==> config.mk <==
export PLATFORM = sky130hd
export DESIGN_NAME = sigma_btn_irq_ctrl
export DESIGN_NICKNAME = d
export VERILOG_FILES = /design/src/rtl/sigma_btn_pkg.sv /design/src/rtl/sigma_sync2.sv /design/src/rtl/sigma_btn_irq_ctrl.sv
export SDC_FILE = /design/constraint.sdc
export NUM_CORES = 1
export LEC_CHECK = 0
export BUFFER_PORTS_ARGS = -buffer_cell sky130_fd_sc_hd__buf_2
export CORE_MARGIN = 3
export CORE_UTILIZATION = 35
export DETAILED_ROUTE_END_ITERATION = 6
export GPL_TIMING_DRIVEN = 1
export HOLD_SLACK_MARGIN = 0.03
export SYNTH_ARGS = -nofsm -noshare
export SYNTH_HDL_FRONTEND = slang
export SYNTH_SLANG_ARGS = --single-unit
==> constraint.sdc <==
create_clock -name clk_i -period 6.4 [get_ports clk_i]
set_input_delay 1.28 -clock clk_i [delete_from_list [all_inputs] [get_ports clk_i]]
set_output_delay 1.28 -clock clk_i [all_outputs]
set_load 0.005 [all_outputs]
==> src/rtl/sigma_btn_pkg.sv <==
// Shared types and constants for the sigma push-button debounce / interrupt block.
package sigma_btn_pkg;

    typedef enum logic [1:0] {
        LO,
        WAIT_HI,
        HI,
        WAIT_LO
    } btn_state_t;

    localparam int unsigned PRESS_CNT_W = 16;

    // The debounced level stays high until a release has been fully qualified.
    function automatic logic level_of(btn_state_t s);
        return (s == HI) || (s == WAIT_LO);
    endfunction

endpackage

==> src/rtl/sigma_sync2.sv <==
// Two-flop synchroniser for asynchronous level inputs; only the second stage is consumed.
module sigma_sync2 #(
    parameter int unsigned W = 1
) (
    input  logic         clk_i,
    input  logic         rst_i,
    input  logic [W-1:0] d_i,
    output logic [W-1:0] q_o
);

    logic [W-1:0] r_s1;
    logic [W-1:0] r_s2;

    always_ff @(posedge clk_i) begin
        if (rst_i) begin
            r_s1 <= '0;
            r_s2 <= '0;
        end else begin
            r_s1 <= d_i;
            r_s2 <= r_s1;
        end
    end

    assign q_o = r_s2;

endmodule

==> src/rtl/sigma_btn_irq_ctrl.sv <==
// Push-button debouncer and interrupt controller: qualifies level changes with a stable-count
// FSM, raises a held interrupt per accepted press and tracks presses lost to a pending IRQ.
module sigma_btn_irq_ctrl
    import sigma_btn_pkg::*;
#(
    parameter int unsigned DEBOUNCE_CYCLES = 1000000,
    parameter int unsigned CNT_W           = 20
) (
    input  logic                   clk_i,
    input  logic                   rst_i,
    input  logic                   btn_i,
    input  logic                   irq_ack_i,
    input  logic                   ovf_clr_i,
    output logic                   irq_o,
    output logic                   btn_level_o,
    output logic [PRESS_CNT_W-1:0] press_cnt_o,
    output logic                   overflow_o
);

    localparam logic [CNT_W-1:0] CntLast = CNT_W'(DEBOUNCE_CYCLES - 1);

    logic                   w_btn_sync;
    btn_state_t             r_state;
    btn_state_t             w_state_nxt;
    logic [CNT_W-1:0]       r_cnt;
    logic [CNT_W-1:0]       w_cnt_nxt;
    logic                   w_rise;
    logic                   r_pending;
    logic                   w_pending_nxt;
    logic                   r_overflow;
    logic                   w_overflow_nxt;
    logic                   r_btn_level;
    logic [PRESS_CNT_W-1:0] r_press_cnt;
    logic [PRESS_CNT_W-1:0] w_press_cnt_nxt;

    sigma_sync2 #(
        .W(1)
    ) u_sync (
        .clk_i(clk_i),
        .rst_i(rst_i),
        .d_i  (btn_i),
        .q_o  (w_btn_sync)
    );

    always_comb begin
        w_state_nxt = r_state;
        w_cnt_nxt   = r_cnt;
        w_rise      = 1'b0;
        unique case (r_state)
            LO: begin
                if (w_btn_sync) begin
                    w_state_nxt = WAIT_HI;
                    w_cnt_nxt   = '0;
                end
            end
            WAIT_HI: begin
                if (!w_btn_sync) begin
                    w_state_nxt = LO;
                end else if (r_cnt == CntLast) begin
                    w_state_nxt = HI;
                    w_rise      = 1'b1;
                end else begin
                    w_cnt_nxt = r_cnt + CNT_W'(1);
                end
            end
            HI: begin
                if (!w_btn_sync) begin
                    w_state_nxt = WAIT_LO;
                    w_cnt_nxt   = '0;
                end
            end
            WAIT_LO: begin
                if (w_btn_sync) begin
                    w_state_nxt = HI;
                end else if (r_cnt == CntLast) begin
                    w_state_nxt = LO;
                end else begin
                    w_cnt_nxt = r_cnt + CNT_W'(1);
                end
            end
            default: begin
                w_state_nxt = LO;
            end
        endcase
    end

    // A rise coinciding with an ack re-arms the interrupt and is not counted as lost.
    always_comb begin
        w_pending_nxt   = w_rise | (r_pending & ~irq_ack_i);
        w_overflow_nxt  = (w_rise & r_pending & ~irq_ack_i) | (r_overflow & ~ovf_clr_i);
        w_press_cnt_nxt = r_press_cnt;
        if (w_rise) begin
            w_press_cnt_nxt = r_press_cnt + PRESS_CNT_W'(1);
        end
    end

    always_ff @(posedge clk_i) begin
        if (rst_i) begin
            r_state     <= LO;
            r_cnt       <= '0;
            r_pending   <= 1'b0;
            r_overflow  <= 1'b0;
            r_btn_level <= 1'b0;
            r_press_cnt <= '0;
        end else begin
            r_state     <= w_state_nxt;
            r_cnt       <= w_cnt_nxt;
            r_pending   <= w_pending_nxt;
            r_overflow  <= w_overflow_nxt;
            r_btn_level <= level_of(w_state_nxt);
            r_press_cnt <= w_press_cnt_nxt;
        end
    end

    assign irq_o       = r_pending;
    assign btn_level_o = r_btn_level;
    assign press_cnt_o = r_press_cnt;
    assign overflow_o  = r_overflow;

endmodule

Yosys cells after proc, flatten, opt, wreduce, memory -nomap -nowiden
Cells that the tools add are included.
{ "word_totals": {"in_bits": 5, "ff_bits": 43, "word_cells": 47, "out_inout_bits": 19} }
{ "classes": {"eq_ne": 10, "bitwise": 8, "n_addsub": 2, "mux": 16, "reduce_logical": 3} }
{ "op_table": {"columns": ["operator", "n"], "rows": [
  ["$mux W20", 5],
  ["$pmux W20 S4", 1],
  ["$add A20 B1 Y20 const B", 1],
  ["$eq A20 B20 Y1 const B", 1],
  ["$add A16 B1 Y16 const B", 1],
  ["$mux W2", 6],
  ["$eq A2 B2 Y1 const B", 4],
  ["$pmux W2 S4", 1],
  ["$and A1 B1 Y1", 4],
  ["$ne A2 B1 Y1 const B", 2],
  ["$ne A2 B2 Y1 const B", 2],
  ["$reduce_and A4 Y1", 1],
  ["$mux W1", 3],
  ["$eq A2 B1 Y1 const B", 1],
  ["$logic_not A2 Y1", 1],
  ["$not A1 Y1", 2],
  ["$or A1 B1 Y1", 2],
  ["$logic_or A1 B1 Y1", 1]
]} }

Longest topological paths before layout
{ "logic_depth": {"ltp_word": 7, "ltp_mapped": 7, "ltp_nobuf": 6} }

Hierarchy
A second synthesis with hierarchy kept.
{ "unflattened": {"hier_cells": 252, "area_unflattened_um2": 2215.9} }
{ "modules_own_cells": {"columns": ["mod", "area_each_um2", "cells_per_inst", "seq_area_each_um2", "instances"], "rows": [
  ["sigma_btn_irq_ctrl", 2163.3, 248, 800.8, 1],
  ["sigma_sync2", 52.6, 4, 40.0, 1]
]} }

Worst setup path after synthesis
Ideal clock, no wire load.
{ "synth_timing": {"path_kind": "register to register", "start": "register r_cnt[6]", "end": "register r_press_cnt[3], in the netlist press_cnt_o[3]", "t_required_ns": 6.279, "t_arrival_ns": 2.006, "path_stages_with_launch": 7, "setup_ns": 0.121, "slack_ns": 4.272, "period_less_slack_ns": 2.128, "path_buffers": 1, "cell_sequence": "dfxtp_1 > or4b_1 > nor4_4 > and3_1 > buf_4 > nand4_2 > mux2_4"} }
{ "synth_via": {"elab_chain_cells": 4} }
{ "synth_lines": {"columns": ["element", "line", "rtl"], "rows": [
  ["start, declared", "sigma_btn_irq_ctrl.sv:25", "logic [CNT_W-1:0] r_cnt;"],
  ["start signal, assigned", "sigma_btn_irq_ctrl.sv:107", "r_cnt <= w_cnt_nxt;"],
  ["$eq A20 B20 Y1", "sigma_btn_irq_ctrl.sv:59", "end else if (r_cnt == CntLast) begin"],
  ["$mux W1", "sigma_btn_irq_ctrl.sv:59", null],
  ["$mux W1", "sigma_btn_irq_ctrl.sv:57", "if (!w_btn_sync) begin"],
  ["$mux W1", "sigma_btn_irq_ctrl.sv:49", "unique case (r_state)"],
  ["end signal, assigned", "sigma_btn_irq_ctrl.sv:111", "r_press_cnt <= w_press_cnt_nxt;"],
  ["end, declared", "sigma_btn_irq_ctrl.sv:33", "logic [PRESS_CNT_W-1:0] r_press_cnt;"]
]} }
No other way between the ends.
A chain may end at the register's enable or synchronous reset.

Final worst setup path
{ "layout_timing": {"start": "register r_cnt[7]", "end": "register r_press_cnt[14], in the netlist press_cnt_o[14]"} }
Same word-level chain as after synthesis.

==> run metrics <==
Slew HR=0.517; Post-layout nets=263; Core Rows=26; Post-Synth Simple-Gate Area=0.316; cts-stage hold buffer count=0; DP HPWL=2.94 mm; Core ar.=0.00530 mm2; post-synth top area share=0.425; post-synth top area cell=dfxtp_1; Initial DRC Count=129; Synth cell types=41; CTS Root Cell=clkbuf_8; DRT antenna net count=0; Slowest-stage cell, CP=or4_1; largest cells by area after synthesis=dfxtp_1, xor2_1, nor2_1, a21oi_1, nand3_1; GR Util All Layers=0.137; Synth Area in Compound Gates=0.109; Sink Count=42; Final Power=434 uW; final-report hold violation count=0; Worst Path Required=6.62 ns; multi-input logic area=0.00109 mm2; CP startpoint kind=flip-flop; largest family of logic cells by synthesized area=simple AND/OR/NAND/NOR gates; total number of vias=1712; Int Pwr=338 uW; crit path max fanout=15; final hold slack=0.462 ns; Final Skew=0.00769 ns; initial antenna violation count=0; pwr dens=194 mW/mm2; wire per inst=12.7 um; Leak=0.000802 uW; CP Capture Type=flip-flop; Hold Crit Class=reg -> reg; status=finished clean; sw frac=0.220; post-DR vias/cell=5.25; clk slew on worst S/H paths=0.08 ns; CTS buffer count=5; Max-cap violations=0; critical path type=reg -> reg; fmax=400 MHz; number of global-route vias before repair=1611; global-route wire length before repair=7.14 mm; Final GP Congestion=0.789; GR Overflow Total=0; Seq/Total Area, Yosys=0.425; Slew @ Worst Pin=0.722 ns; Crit path arrival time=2.72 ns; post-synthesis adder-cell area fraction=0.0126; Syn Std Cell Area=0.00198 mm2; crit path time final=2.50 ns; Port Buffer Count=23; Max VDD drop=0.0930 mV; initial core utilization=0.373; die area=0.00659 mm2; CP max stage delay=0.60 ns; synthesized flop and latch total=42; fin util=0.422; ANT cells=0; Ys Warns=0; largest net degree at the start of global routing=30; post-route setup slack=3.90 ns; CP cell instances=or4_4, nor4_2, nand3_1, or4_1, a21oi_1; mux cell area share after synthesis=0.0190; Tcrit/Tclk final=0.390; chip width=81.2 um; Slew Limit Fails=0; commonest cells after routing, fill and taps aside=dfxtp_1, nor2_1, buf_2; RSZ-0062 raised after global routing=no; Setup WS pre-CTS=3.92 ns; Logic pwr share=0.024; deepest clock path buffer count=2; Buf/Inv on CP=0; Fin Setup TNS=0 ns; Layout area overhead=13.0%; delay-heaviest family, CP=simple AND/OR/NAND/NOR gates; syn nets=239; sequential group share of total power=0.605; Pre-Repair DR Iteration Count=4; syn avg cell area=8.53 um2; DRC=0; Fillers=549; H-tree lvl count=2; drt total wl=4.14 mm; number of top-level pins=24; Die Y=81.2 um; PostCTS Resize Cnt=0; final setup fails=0; post-synthesis xor/xnor area fraction=0.0929; Reg area=841 um2; postcts setup bufs=0; CTS tree=done; share of layout cells above drive strength 1=0.145; clock network power share=0.371; Clk Latency, worst-skew pair=0.29 ns; Sw Pwr=95.6 uW; commonest non-fill, non-tap cell in the layout=dfxtp_1; Mapped Cells=232
==> synthesized netlist by cell type, drive strengths merged <==
master and count:
nand2 14, and4 1, o2111ai 1, nand3b 1
and2 3, o22ai 1, o21bai 1, a31o 1
inv 5, nor4 2, nor3 3, nand3 16
ha 2, nor3b 1, o21ai 9, or4 6
a21oi 22, nor2 30, dfxtp 42, nor4b 1
nand2b 2, nand4b 1, nand4 12, or2 1
nor2b 7, o31ai 4, xor2 13, and3 5
xnor2 8, clkbuf 4, or3 6, buf 3
mux2 3, or4b 1
==> routing by layer <==
metal | global-route usage | wire [um]
met5 | 0 | 0
met3 | 0.0299 | 156
met4 | 0.0456 | 64
met2 | 0.214 | 1810
met1 | 0.186 | 2110
==> path summary, 6_finish.rpt <==
| kind | from | endpoint | slack [ns] | depth (start not counted) |
|---|---|---|---|---|
| max | r_cnt[7] | press_cnt_o[14] | 3.90 | 5 |
| min | u_sync.r_s1 | u_sync.q_o | 0.46 | 1 |
| max reg2reg | r_cnt[7] | press_cnt_o[14] | 3.90 | 5 |
| min reg2reg | u_sync.r_s1 | u_sync.q_o | 0.46 | 1 |
==> sequential cells by signal, summed over array words and instances, names as in the netlist <==
register	count
irq_o	1
press_cnt_o	16
u_sync.q_o	1
r_state	2
r_cnt	20
u_sync.r_s1	1
overflow_o	1
==> cells by family (layout without fill, tap and decap cells) <==
family | count (synthesis) | after routing
AO/OA/AOI/OAI | 39 | 39
XOR/XNOR | 21 | 21
adder cells (fa/ha/maj) | 2 | 2
buffers and inverters | 12 | 36
flip-flops | 42 | 42
multiplexers | 3 | 3
AND/OR/NAND/NOR | 113 | 113
==> per-stage QoR <==
| step | area (um2) | cells |
|---|---|---|
| 3_5_place_dp | 2160 | 319 |
| 6_report | 2240 | 326 |
| 2_1_floorplan | 1980 | 232 |
| 4_1_cts | 2240 | 326 |
| 5_1_grt | 2240 | 326 |
| 3_3_place_gp | 2160 | 319 |
==> final cells by class <==
| cell class | instances | share of cell area |
|---|---|---|
| inverters | 5 | 0.00839 |
| repair buffers | 24 | 0.0548 |
| clock inverters | 2 | 0.00447 |
| well taps | 70 | 0.0391 |
| flip-flops and latches | 42 | 0.376 |
| multi-input cells | 178 | 0.487 |
| clock buffers | 5 | 0.0308 |
==> power by group through the flow <==
stage,Sequential [uW],Clock (uW),Combinational (uW)
2_1_floorplan,268,0,6.75
3_3_place_gp,269,0,10.1
3_5_place_dp,269,0,10.3
4_1_cts,262,166,10.4
5_1_grt,263,176,11.5
6_report,262,161,10.2
No activity file was read; power rests on OpenSTA's default activity.
